`src/rtl/mdu_iter.sv`:
```
// Iterative radix-2 multiply/divide unit that owns the HI/LO registers.
// MULT/MULTU/DIV/DIVU take 32 iterations plus one sign-fix cycle.
module mdu_iter #(
  parameter int WIDTH = 32
) (
  input  logic             clk_i,
  input  logic             rst_i,
  input  logic             start_i,
  input  logic [1:0]       op_i,
  input  logic [WIDTH-1:0] a_i,
  input  logic [WIDTH-1:0] b_i,
  input  logic             cancel_i,
  input  logic             mthi_i,
  input  logic             mtlo_i,
  input  logic [WIDTH-1:0] wdata_i,
  output logic             busy_o,
  output logic             done_o,
  output logic [WIDTH-1:0] hi_o,
  output logic [WIDTH-1:0] lo_o
);

  localparam int W2 = 2 * WIDTH;
  localparam int CW = $clog2(WIDTH);
  localparam logic [CW-1:0] CNT_LAST = CW'(WIDTH - 1);

  typedef enum logic [1:0] {
    S_IDLE = 2'd0,
    S_CALC = 2'd1,
    S_FIX  = 2'd2
  } state_e;

  state_e           state_q;
  logic [CW-1:0]    cnt_q;
  logic [W2-1:0]    acc_q;      // multiply: {partial product, multiplier}; divide: low half is dividend/quotient
  logic [WIDTH:0]   rem_q;
  logic [WIDTH-1:0] opnd_q;
  logic [WIDTH-1:0] hi_q;
  logic [WIDTH-1:0] lo_q;
  logic             is_div_q;
  logic             neg_res_q;
  logic             neg_rem_q;
  logic             b_zero_q;
  logic             busy_q;
  logic             done_q;

  logic             sgn;
  logic             a_neg;
  logic             b_neg;
  logic [WIDTH-1:0] a_mag;
  logic [WIDTH-1:0] b_mag;
  logic [WIDTH:0]   mul_sum;
  logic [W2-1:0]    mul_next;
  logic [WIDTH:0]   div_shift;
  logic [WIDTH+1:0] div_diff;
  logic             div_ok;
  logic [WIDTH:0]   rem_next;
  logic [WIDTH-1:0] quo_next;
  logic [W2-1:0]    prod_fix;
  logic [WIDTH-1:0] quo_fix;
  logic [WIDTH-1:0] rem_fix;

  assign sgn   = ~op_i[0];
  assign a_neg = sgn & a_i[WIDTH-1];
  assign b_neg = sgn & b_i[WIDTH-1];
  assign a_mag = a_neg ? -a_i : a_i;
  assign b_mag = b_neg ? -b_i : b_i;

  assign mul_sum  = {1'b0, acc_q[W2-1:WIDTH]} + (acc_q[0] ? {1'b0, opnd_q} : {(WIDTH+1){1'b0}});
  assign mul_next = {mul_sum, acc_q[WIDTH-1:1]};

  // A set top remainder bit would always exceed the divisor, so it forces a subtract.
  assign div_shift = {rem_q[WIDTH-1:0], acc_q[WIDTH-1]};
  assign div_diff  = {1'b0, div_shift} - {2'b00, opnd_q};
  assign div_ok    = ~div_diff[WIDTH+1] | rem_q[WIDTH];
  assign rem_next  = div_ok ? div_diff[WIDTH:0] : div_shift;
  assign quo_next  = {acc_q[WIDTH-2:0], div_ok};

  assign prod_fix = neg_res_q ? -acc_q : acc_q;
  assign quo_fix  = b_zero_q ? {WIDTH{1'b1}} :
                    (neg_res_q ? -acc_q[WIDTH-1:0] : acc_q[WIDTH-1:0]);
  assign rem_fix  = neg_rem_q ? -rem_q[WIDTH-1:0] : rem_q[WIDTH-1:0];

  always_ff @(posedge clk_i) begin
    if (rst_i) begin
      state_q   <= S_IDLE;
      cnt_q     <= '0;
      acc_q     <= '0;
      rem_q     <= '0;
      opnd_q    <= '0;
      hi_q      <= '0;
      lo_q      <= '0;
      is_div_q  <= 1'b0;
      neg_res_q <= 1'b0;
      neg_rem_q <= 1'b0;
      b_zero_q  <= 1'b0;
      busy_q    <= 1'b0;
      done_q    <= 1'b0;
    end else begin
      done_q <= 1'b0;
      case (state_q)
        S_IDLE: begin
          if (mthi_i) hi_q <= wdata_i;
          if (mtlo_i) lo_q <= wdata_i;
          if (start_i && !cancel_i) begin
            is_div_q  <= op_i[1];
            neg_res_q <= a_neg ^ b_neg;
            neg_rem_q <= a_neg;
            b_zero_q  <= (b_i == '0);
            rem_q     <= '0;
            cnt_q     <= '0;
            busy_q    <= 1'b1;
            state_q   <= S_CALC;
            if (op_i[1]) begin
              acc_q  <= {{WIDTH{1'b0}}, a_mag};
              opnd_q <= b_mag;
            end else begin
              acc_q  <= {{WIDTH{1'b0}}, b_mag};
              opnd_q <= a_mag;
            end
          end
        end
        S_CALC: begin
          if (cancel_i) begin
            state_q <= S_IDLE;
            busy_q  <= 1'b0;
          end else begin
            if (is_div_q) begin
              rem_q               <= rem_next;
              acc_q[WIDTH-1:0]    <= quo_next;
            end else begin
              acc_q <= mul_next;
            end
            cnt_q <= cnt_q + 1'b1;
            if (cnt_q == CNT_LAST) state_q <= S_FIX;
          end
        end
        S_FIX: begin
          state_q <= S_IDLE;
          busy_q  <= 1'b0;
          if (!cancel_i) begin
            done_q <= 1'b1;
            if (is_div_q) begin
              hi_q <= rem_fix;
              lo_q <= quo_fix;
            end else begin
              {hi_q, lo_q} <= prod_fix;
            end
          end
        end
        default: begin
          state_q <= S_IDLE;
          busy_q  <= 1'b0;
        end
      endcase
    end
  end

  assign busy_o = busy_q;
  assign done_o = done_q;
  assign hi_o   = hi_q;
  assign lo_o   = lo_q;

endmodule

```
`config.mk`:
```
export PLATFORM = sky130hd
export DESIGN_NAME = mdu_iter
export DESIGN_NICKNAME = d
export VERILOG_FILES = /design/src/rtl/mdu_iter.sv
export SDC_FILE = /design/constraint.sdc
export NUM_CORES = 1
export LEC_CHECK = 0
export CAP_MARGIN = 20
export CORE_MARGIN = 2
export CORE_UTILIZATION = 45
export DETAILED_ROUTE_END_ITERATION = 7
export PLACE_DENSITY_LB_ADDON = 0.2
export SYNTH_ARGS = -nofsm -noshare
export SYNTH_HDL_FRONTEND = slang
export SYNTH_SLANG_ARGS = --single-unit
```
`constraint.sdc`:
```
create_clock -name clk_i -period 8.8 [get_ports clk_i]
set_input_delay 1.76 -clock clk_i [delete_from_list [all_inputs] [get_ports clk_i]]
set_output_delay 1.76 -clock clk_i [all_outputs]
set_load 0.01 [all_outputs]
```
=== After elaboration in Yosys (flattened, before gate mapping) ===
Index checks and enable logic that the tools add are counted.
W data, S select, Z words.

* Flip-flop bits (word level): 206
* Input bits: 104
* Output and inout bits: 66
* Logic and storage cells: 94

* $add $sub $neg: 8
* Equality and inequality tests: 12
* Multiplexer cells: 38
* Bitwise logic cells: 7
* Reductions and logical operators: 15

{| class="wikitable"
|+ Operator list
! cell !! number
|-
| $mux W32 || 16
|-
| $mux W64 || 3
|-
| $mux W33 || 4
|-
| $neg A32 Y32 || 4
|-
| $pmux W32 S2 || 2
|-
| $pmux W64 S2 || 1
|-
| $pmux W33 S2 || 1
|-
| $neg A64 Y64 || 1
|-
| $sub A33 B32 Y34 || 1
|-
| $add A32 B32 Y33 || 1
|-
| $logic_not A32 Y1 || 1
|-
| $ne A2 B2 Y1 const B || 8
|-
| $mux W5 || 2
|-
| $pmux W5 S2 || 1
|-
| $reduce_and A3 Y1 || 3
|-
| $reduce_and A4 Y1 || 2
|-
| $mux W2 || 3
|-
| $reduce_and A2 Y1 || 3
|-
| $add A5 B1 Y5 const B || 1
|-
| $eq A5 B5 Y1 const B || 1
|-
| $pmux W2 S2 || 1
|-
| $reduce_bool A2 Y1 || 2
|-
| $mux W1 || 3
|-
| $ne A3 B3 Y1 const B || 1
|-
| other kinds (11) || 14
|}

=== Depth between registers and ports, before layout ===
Gate-level depths: netlist of run 1.

* Word-level depth: 7
* Depth in mapped cells: 15
* Depth with buffers taken out: 12

=== Worst setup path before layout of run 1 ===
Ideal clock, no wire load.

* Path kind: input-to-reg
* From: input port b_i[1]
* To: register acc_q[26]
* Setup time: 0.132 ns
* Data arrival time: 3.930 ns
* Required time: 8.668 ns
* Path slack: 4.739 ns
* Stages on the path: 10
* Buffers on the path: 0
* Cells stage by stage: inv_1 ha_1 or4b_2 nor4_2 and3_1 a21oi_1 xnor2_1 o221ai_1 a31oi_1 nor3_1

* Word-level cells in the longest chain between the ends: 5

{| class="wikitable"
|+ Ends and longest elaborated chain
! element !! RTL line !! text
|-
| start, declared || 11 || <nowiki>input logic [WIDTH-1:0] b_i,</nowiki>
|-
| $neg A32 Y32 || 66 || <nowiki>assign b_mag = b_neg ? -b_i : b_i;</nowiki>
|-
| $mux W32 || 66 ||
|-
| $mux W32 || 113 || <nowiki>if (op_i[1]) begin</nowiki>
|-
| $mux W64 || 104 || <nowiki>if (start_i && !cancel_i) begin</nowiki>
|-
| $pmux W64 S2 || 100 || <nowiki>case (state_q)</nowiki>
|-
| end signal, assigned || 114 || <nowiki>acc_q <= {{WIDTH{1'b0}}, a_mag};</nowiki>
|-
| end signal, assigned || 117 || <nowiki>acc_q <= {{WIDTH{1'b0}}, b_mag};</nowiki>
|-
| end signal, assigned by index || 129 || <nowiki>acc_q[WIDTH-1:0] <= quo_next;</nowiki>
|-
| end, declared || 34 || <nowiki>logic [W2-1:0] acc_q;</nowiki>
|}

No other way between the ends. The select of a mux whose other input is x is not followed.
A chain may end at the register's enable or synchronous reset.

=== Final worst setup path of run 1 ===
* From: input port b_i[0]
* To: register acc_q[26]

Same word-level chain as after synthesis.

==> results_tabular.tex, run 1 <==
\begin{tabular}{lr}
\hline
Metric & Value \\
\hline
\multicolumn{2}{l}{\textbf{Global routing}} \\
\quad Pin count of the biggest net entering global routing & 77 \\
\quad Remaining global-route overflow & 0 \\
\quad Global-route usage over all layers & 30.0\% \\
\quad Vias in the first global route & 15,400 \\
\quad First-pass GRT wire length & 90,700 µm \\
\quad Initial antenna violation count & 2 \\
\multicolumn{2}{l}{\textbf{Pwr}} \\
\quad Cell-internal power & 0.00185 W \\
\quad LEAKAGE & between 7 and 8 nW \\
\quad P per Cell Area & 140 nW/µm² \\
\quad Peak supply drop & 117 µV \\
\quad Sequential power share & 38.1\% \\
\quad Part of the power in the clock network & 38.8\% \\
\quad Switching pwr & 0.000850 W \\
\quad Combinational share of power & 23.1\% \\
\quad Sw Ratio & 31.4\% \\
\multicolumn{2}{l}{\textbf{STA}} \\
\quad Final-report setup violation count & 0 \\
\quad Measured slew at the worst slew-check pin & 1.05 ns \\
\quad Max-slew headroom at the worst pin & 29.3\% \\
\quad Max Slew Vio Count & 0 \\
\quad Final cycle utilization of the critical path & 51.9\% \\
\quad Time the worst path needs with I/O delays and setup & between 4 and 5 ns \\
\quad Worst Hold Slack & 0.450 ns \\
\quad Timing-limited maximum frequency & 219 MHz \\
\quad Final Hold Vio Count & 0 \\
\quad Setup repair after global routing missed its margin & false \\
\quad Final total negative setup slack & 0 ns \\
\quad Layout Skew & 0.0163 ns \\
\multicolumn{2}{l}{\textbf{CTS}} \\
\quad CTS Hold Buffers Added & 0 \\
\quad Clock insertion delay at the later pin of the skew report & 0.54 ns \\
\quad Number of resized instances in the post-cts repair step & 0 \\
\quad Setup repair bufs after CTS & 0 \\
\quad Clock transition time at the flip-flop clock pins of the worst setup and hold paths & 0.06 ns \\
\quad CTS tree & built \\
\quad Root Driver & sky130\_fd\_sc\_hd\_\_clkbuf\_16 \\
\quad Number of H-tree levels & 1 \\
\quad Total clock buffers created by CTS & 24 \\
\quad CTS Buffer Depth & 3 \\
\quad \# clock sinks & 206 \\
\multicolumn{2}{l}{\textbf{Routing}} \\
\quad Detailed-route wire length per cell & 21.6 µm \\
\quad Routed vias/inst & 6.23 \\
\quad Pre-antenna DRT Iters & 5 \\
\quad \# DRC & 0 \\
\quad Post-detailed-route count of antenna-violating nets & 0 \\
\quad Total via count in the routed design & 17,200 \\
\quad Final wirelength & 59,800 µm \\
\quad Number of violations reported at the end of detailed-routing iteration 0 & 1,602 \\
\multicolumn{2}{l}{\textbf{Synth}} \\
\quad Synth async-reset ratio & 0\% \\
\quad Syn\_nets & 2,389 \\
\quad Predominant post-synthesis flop cell & sky130\_fd\_sc\_hd\_\_dfxtp\_1 \\
\quad Flops \& latches, synth & 206 \\
\quad Unique masters post-synth & 88 \\
\quad Synthesized area per cell & 7.47 µm² \\
\quad Count of flip-flops with a built-in enable after synthesis & 0 \\
\quad Warnings from Yosys & 0 \\
\quad Synthesized instance count & 2,213 \\
\quad Proportion of synthesized chip area in sequential cells & 24.9\% \\
\quad Synthesized cell area & 16,500 µm² \\
\multicolumn{2}{l}{\textbf{Min path}} \\
\quad Kind of path behind the tightest hold check & reg -> reg \\
\multicolumn{2}{l}{\textbf{Placement}} \\
\quad Port-buffer cells & 169 \\
\quad RD Place Congestion & roughly 0.90 \\
\quad Cell area after placement & 18,400 µm² \\
\quad Detailed Place HPWL & 46,200 µm \\
\multicolumn{2}{l}{\textbf{Critical path}} \\
\quad Cell breakdown of the critical path & clkdlybuf4s50\_1, inv\_1, ha\_1, or4b\_2, nor4\_2, and3\_1, a21oi\_1, xnor2\_1, o221ai\_1, a31oi\_1, nor3\_1 \\
\quad Kind of end point of the critical path & register \\
\quad Largest fanout of any net on the critical path & 7 \\
\quad WP buf/inv & 2 \\
\quad CP Data Arrival Time & 4.97 ns \\
\quad WP data required & 9.20 ns \\
\quad Kind of launch point of the worst setup path & primary input \\
\quad Longest individual stage delay on the worst path & 0.67 ns \\
\quad CP top delay family & simple AND/OR/NAND/NOR gates \\
\quad Type of the worst setup path & in -> reg \\
\quad CP max-delay cell & sky130\_fd\_sc\_hd\_\_or4b\_2 \\
\multicolumn{2}{l}{\textbf{Floorplanning}} \\
\quad Width of the die & 196 µm \\
\quad Area enclosed by the die boundary & 38,300 µm² \\
\quad Core area & 36,400 µm² \\
\quad Row count & 70 \\
\quad Starting density of the core & between 40\% and 50\% \\
\quad Height of the chip & between 150 and 200 µm \\
\quad Count of boundary I/O pins & 170 \\
\multicolumn{2}{l}{\textbf{Cells and area}} \\
\quad Post-route cell area & roughly 19,000 µm² \\
\quad Share of cells above drive strength 1 & 5.44\% \\
\quad Antenna cells & 0 \\
\quad Signed area change from the synthesized netlist to the final layout & 16.4\% \\
\quad Net count of the finished layout & 2,457 \\
\quad Most common cell after layout, fill and taps aside & sky130\_fd\_sc\_hd\_\_nor2\_1 \\
\quad Most frequent cells in the layout & 223 x sky130\_fd\_sc\_hd\_\_nor2\_1, 209 x sky130\_fd\_sc\_hd\_\_nand2\_1, 204 x sky130\_fd\_sc\_hd\_\_dfxtp\_1, 192 x sky130\_fd\_sc\_hd\_\_a21oi\_1, 167 x sky130\_fd\_sc\_hd\_\_clkdlybuf4s50\_1 \\
\multicolumn{2}{l}{\textbf{Job}} \\
\quad Max cap viols & 0 \\
\multicolumn{2}{l}{\textbf{Outcome}} \\
\quad Status & finished clean \\
\hline
\end{tabular}
flip-flops by register name, summed over array words and instances (netlist names):
| register | cells |
|---|---|
| state_q | 2 |
| neg_rem_q | 1 |
| b_zero_q | 1 |
| is_div_q | 1 |
| busy_o | 1 |
| done_o | 1 |
| neg_res_q | 1 |
| opnd_q | 32 |
| acc_q | 64 |
| rem_q | 33 |
| hi_o | 32 |
| lo_o | 32 |
| cnt_q | 5 |
final timing paths:
check                   startpoint                endpoint  slack [ns]  depth (start not counted)
max                         b_i[0]  acc_q[26]$_SDFFE_PP0P_        4.23                         11
min          hi_o[31]$_SDFFE_PP0P_   hi_o[31]$_SDFFE_PP0P_        0.45                          2
max reg2reg  acc_q[0]$_SDFFE_PP0P_  acc_q[57]$_SDFFE_PP0P_        4.79                         12
min reg2reg  hi_o[31]$_SDFFE_PP0P_   hi_o[31]$_SDFFE_PP0P_        0.45                          2
tightest hold or removal path, cell delays in order (launching register included):
cell	delay, ns
sky130_fd_sc_hd__dfxtp_1	0.32
sky130_fd_sc_hd__nand2_1	0.05
sky130_fd_sc_hd__nand2_1	0.04
cells in the mapped netlist, types with 20 or more instances:
library cell,instances,share of area [%]
sky130_fd_sc_hd__xor2_1,91,4.8
sky130_fd_sc_hd__ha_1,70,5.3
sky130_fd_sc_hd__a31oi_1,31,1.2
sky130_fd_sc_hd__inv_1,73,1.7
sky130_fd_sc_hd__mux2i_1,60,3.6
sky130_fd_sc_hd__nor3_1,49,1.5
sky130_fd_sc_hd__nand2b_1,25,0.95
sky130_fd_sc_hd__o31ai_1,41,1.9
sky130_fd_sc_hd__or3_1,20,0.76
sky130_fd_sc_hd__nand3_1,29,0.88
sky130_fd_sc_hd__o21ai_0,150,4.5
sky130_fd_sc_hd__nor4_1,26,0.98
sky130_fd_sc_hd__a21oi_1,194,5.9
sky130_fd_sc_hd__a211oi_1,49,2.2
sky130_fd_sc_hd__nor2_1,223,5.1
sky130_fd_sc_hd__xnor2_1,99,5.2
sky130_fd_sc_hd__dfxtp_1,206,25
sky130_fd_sc_hd__nand2_1,209,4.7
sky130_fd_sc_hd__clkbuf_1,139,3.2
sky130_fd_sc_hd__a21o_1,38,1.7
sky130_fd_sc_hd__o211ai_1,40,1.8
power groups by stage:
stage	Clock [W]	Combinational [W]	Sequential, W
after floorplan	0	0.000391	0.00103
after global routing	0.00110	0.000675	0.00103
after CTS	0.00106	0.000613	0.00103
after detailed placement	0	0.000611	0.00105
after global placement	0	0.000605	0.00105
final	0.00105	0.000624	0.00103
cells by family (layout without fill, tap and decap cells):
kind of cell / Yosys count / in the layout / synth area share (%)
xor+xnor: 190 / 190 / 10.1
flops: 206 / 206 / 24.9
mux: 64 / 64 / 3.90
fa+ha+maj: 72 / 72 / 5.54
buf+inv: 229 / 314 / 5.44
compound gates: 739 / 739 / 29.3
simple gates: 713 / 713 / 20.8
stage by stage:
stage	utilization [%]	worst slack (ns)	instances	total power, W
6_report	52.8	4.23	2766	0.00270
5_1_grt	52.8	4.03	2766	0.00281
2_1_floorplan	-	4.74	2213	0.00142
3_5_place_dp	50.6	3.78	2721	0.00166
3_3_place_gp	50.6	3.82	2721	0.00165
4_1_cts	52.8	4.28	2764	0.00270
area by class of cell:
cell class,instances,area [µm²]
fillers,3496,17200
inverters,73,274
well taps,468,586
multi-input cells,1778,11500
flip-flops and latches,206,4130
clock inverters,13,149
repair buffers,198,1900
clock buffers,30,664
routing by layer:
metal | GRT usage (%) | wire (µm) | up-vias
met5 | 0 | 13 | -
li1 | - | - | 8256
met3 | 4.93 | 5460 | 100
met2 | 45.2 | 25400 | 756
met1 | 43.8 | 27100 | 8111
met4 | 9.03 | 1810 | 2
No activity file was read; power rests on OpenSTA's default activity.
==> inputs of run 2 (changes only) <==
Clock period 8.8 ns to 4.6 ns, I/O delays scaled along.
==> results_tabular.tex, run 2 (same netlist as run 1, synthesis figures left out) <==
\begin{tabular}{lr}
\hline
Metric & Value \\
\hline
\multicolumn{2}{l}{\textbf{Pwr}} \\
\quad Cell-internal power & 0.00353 W (+91\%) \\
\quad LEAKAGE & 7.60 nW (+0.65\%) \\
\quad Peak supply drop & 218 µV (+87\%) \\
\quad Sequential power share & 38.3\% (+0.2 points) \\
\quad Sw Ratio & 31.6\% (+0.16 points) \\
\quad Part of the power in the clock network & 38.4\% (-0.4 points) \\
\quad Switching pwr & 0.00163 W (+92\%) \\
\quad P per Cell Area & 267 nW/µm² (+90\%) \\
\quad Combinational share of power & 23.3\% (+0.2 points) \\
\multicolumn{2}{l}{\textbf{Cells and area}} \\
\quad Biggest register & acc\_q \\
\quad Most frequent cells in the layout & 223 x sky130\_fd\_sc\_hd\_\_nor2\_1, 209 x sky130\_fd\_sc\_hd\_\_nand2\_1, 204 x sky130\_fd\_sc\_hd\_\_dfxtp\_1, 192 x sky130\_fd\_sc\_hd\_\_a21oi\_1, 167 x sky130\_fd\_sc\_hd\_\_clkdlybuf4s50\_1 \\
\quad Core Util, Final & 53.1\% (+0.23 points) \\
\quad Signed area change from the synthesized netlist to the final layout & 16.9\% \\
\quad Share of cells above drive strength 1 & 5.85\% (+0.41 points) \\
\quad Net count of the finished layout & 2,467 (+0.41\%) \\
\quad Number of fill cells & 3,543 (+1.3\%) \\
\quad Most common cell after layout, fill and taps aside & sky130\_fd\_sc\_hd\_\_nor2\_1 \\
\quad Flip-flop count of the largest register, all copies and words added & 64 (unchanged) \\
\quad Antenna cells & 0 (unchanged) \\
\quad Biggest registers after layout & acc\_q x64, rem\_q x33 \\
\multicolumn{2}{l}{\textbf{Global routing}} \\
\quad Remaining global-route overflow & 0 (unchanged) \\
\quad Global-route usage over all layers & 30.1\% (+0.063 points) \\
\quad First-pass GRT wire length & 91,200 µm (+0.60\%) \\
\quad Pin count of the biggest net entering global routing & 76 (-1.3\%) \\
\quad Initial antenna violation count & 1 (-1) \\
\quad Vias in the first global route & 15,700 (+1.5\%) \\
\multicolumn{2}{l}{\textbf{STA}} \\
\quad Final Hold Vio Count & 0 (unchanged) \\
\quad Final cycle utilization of the critical path & 78.8\% \\
\quad Max Slew Vio Count & 0 (unchanged) \\
\quad Max-slew headroom at the worst pin & 29.4\% (+0.12 points) \\
\quad Measured slew at the worst slew-check pin & 1.06 ns (+0.00626 ns) \\
\quad Setup repair after global routing missed its margin & false \\
\quad Layout Skew & 0.0126 ns (-0.00374 ns) \\
\quad Final total negative setup slack & 0 ns (unchanged) \\
\quad Timing-limited maximum frequency & around 280 MHz \\
\quad Time the worst path needs with I/O delays and setup & 3.63 ns \\
\quad Final-report setup violation count & 0 (unchanged) \\
\multicolumn{2}{l}{\textbf{CTS}} \\
\quad Clock insertion delay at the later pin of the skew report & 0.54 ns (about the same) \\
\quad Clock transition time at the flip-flop clock pins of the worst setup and hold paths & 0.06 ns (about the same) \\
\quad \# clock sinks & 206 (unchanged) \\
\quad CTS tree & built \\
\quad Number of H-tree levels & 1 (unchanged) \\
\quad Total clock buffers created by CTS & 24 (unchanged) \\
\quad Root Driver & sky130\_fd\_sc\_hd\_\_clkbuf\_16 \\
\quad CTS Buffer Depth & 3 (unchanged) \\
\quad CTS Hold Buffers Added & 0 (unchanged) \\
\quad Setup repair bufs after CTS & 0 (unchanged) \\
\quad Number of resized instances in the post-cts repair step & 0 (unchanged) \\
\multicolumn{2}{l}{\textbf{Floorplanning}} \\
\quad Area enclosed by the die boundary & 38,300 µm² (unchanged) \\
\quad Height of the chip & 196 µm (unchanged) \\
\quad Count of boundary I/O pins & 170 (unchanged) \\
\quad Row count & 70 (unchanged) \\
\quad Starting density of the core & 45.4\% (unchanged) \\
\quad Width of the die & 196 µm (unchanged) \\
\quad Core area & 36,400 µm² (unchanged) \\
\multicolumn{2}{l}{\textbf{Placement}} \\
\quad Detailed Place HPWL & 46,400 µm (+0.61\%) \\
\quad Port-buffer cells & 169 (unchanged) \\
\quad RD Place Congestion & 0.951 (+6.2\%) \\
\multicolumn{2}{l}{\textbf{Routing}} \\
\quad Final wirelength & 60,000 µm (+0.44\%) \\
\quad \# DRC & 0 (unchanged) \\
\quad Pre-antenna DRT Iters & 6 (+1) \\
\quad Number of violations reported at the end of detailed-routing iteration 0 & 1,633 (+1.9\%) \\
\quad Detailed-route wire length per cell & 21.6 µm (about the same) \\
\quad Post-detailed-route count of antenna-violating nets & 0 (unchanged) \\
\quad Routed vias/inst & 6.26 (+0.51\%) \\
\quad Total via count in the routed design & 17,400 (+0.88\%) \\
\multicolumn{2}{l}{\textbf{Critical path}} \\
\quad Kind of launch point of the worst setup path & register \\
\quad CP top delay family & compound AO/OA/AOI/OAI gates \\
\quad Type of the worst setup path & reg -> reg \\
\quad Cell breakdown of the critical path & inv\_1, ha\_1, inv\_1, fa\_1, a211oi\_1, o211ai\_1, a21boi\_0, nor4\_1, o32a\_1, a221oi\_1, xor2\_1, o31ai\_1 \\
\quad Longest individual stage delay on the worst path & 0.46 ns (-0.21 ns) \\
\quad WP buf/inv & 2 (unchanged) \\
\quad Largest fanout of any net on the critical path & 7 (unchanged) \\
\quad CP Data Arrival Time & 4.07 ns (-0.90 ns) \\
\quad CP max-delay cell & sky130\_fd\_sc\_hd\_\_o32a\_1 \\
\quad Critical Path Most Common Cell & sky130\_fd\_sc\_hd\_\_inv\_1 \\
\quad Kind of end point of the critical path & register \\
\quad WP data required & 5.04 ns (-4.16 ns) \\
\multicolumn{2}{l}{\textbf{Min path}} \\
\quad Kind of path behind the tightest hold check & reg -> reg \\
\multicolumn{2}{l}{\textbf{Outcome}} \\
\quad Status & finished clean \\
\multicolumn{2}{l}{\textbf{Job}} \\
\quad Max cap viols & 0 (unchanged) \\
\hline
\end{tabular}
[run 2: cell count changes in the layout (fill, tap and decap cells not counted), sizes merged]
cell,change
buf,+11
clkinv,-2
bufinv,-1
inv,+1
clkbuf,+1
[run 2: power by group through the flow]
| stage | sequential, W | combinational, W | clock (W) |
|---|---|---|---|
| after floorplan | 0.00197 | 0.000747 | 0 |
| after global placement | 0.00201 | 0.00117 | 0 |
| after detailed placement | 0.00201 | 0.00118 | 0 |
| after CTS | 0.00197 | 0.00118 | 0.00199 |
| after global routing | 0.00198 | 0.00130 | 0.00206 |
| final | 0.00197 | 0.00121 | 0.00198 |
[run 2: per-stage QoR]
step           hold slack [ns]  instance area (µm²)  power, W  cells  setup WS (ns)
2_1_floorplan            0.432                16500   0.00271   2213           1.38
3_3_place_gp             0.430                18500   0.00317   2732          0.809
3_5_place_dp             0.445                18500   0.00319   2732          0.776
4_1_cts                  0.453                19300   0.00515   2775           1.04
5_1_grt                  0.476                19300   0.00534   2776          0.611
6_report                 0.452                19300   0.00516   2776          0.974
[run 2: worst reg2reg max path, stage by stage (launching register included)]
cell and delay, ns:
sky130_fd_sc_hd__dfxtp_1 0.40, sky130_fd_sc_hd__inv_1 0.13, sky130_fd_sc_hd__ha_1 0.19, sky130_fd_sc_hd__inv_1 0.06
sky130_fd_sc_hd__fa_1 0.41, sky130_fd_sc_hd__a211oi_1 0.39, sky130_fd_sc_hd__o211ai_1 0.22, sky130_fd_sc_hd__a21boi_0 0.42
sky130_fd_sc_hd__nor4_1 0.12, sky130_fd_sc_hd__o32a_1 0.46, sky130_fd_sc_hd__a221oi_1 0.38, sky130_fd_sc_hd__xor2_1 0.12
sky130_fd_sc_hd__o31ai_1 0.24
[run 2: final cells by class]
type	count	area (µm²)	share of cell area [%]
multi-input combinational	1778	11500	59.7
clock buffer	32	692	3.58
sequential	206	4130	21.4
timing repair buffer	208	1990	10.3
clock inverter	11	118	0.608
tap	468	586	3.03
inverter	73	274	1.42
[run 2: worst paths after layout]
kind	from	endpoint	slack, ns	depth (start not counted)
max	acc_q[31]$_SDFFE_PP0P_	rem_q[28]$_SDFFE_PP0P_	0.97	12
min reg2reg	opnd_q[10]$_SDFFE_PP0P_	opnd_q[10]$_SDFFE_PP0P_	0.45	2
max reg2reg	acc_q[31]$_SDFFE_PP0P_	rem_q[28]$_SDFFE_PP0P_	0.97	12
min	opnd_q[10]$_SDFFE_PP0P_	opnd_q[10]$_SDFFE_PP0P_	0.45	2
[run 2: per-layer routing]
layer,routed length [µm],GRT usage (%),share of wire (%)
met5,13,0,0.022
met4,2120,10.4,3.5
met3,5030,3.34,8.4
met2,25600,46.0,43
met1,27200,43.8,45
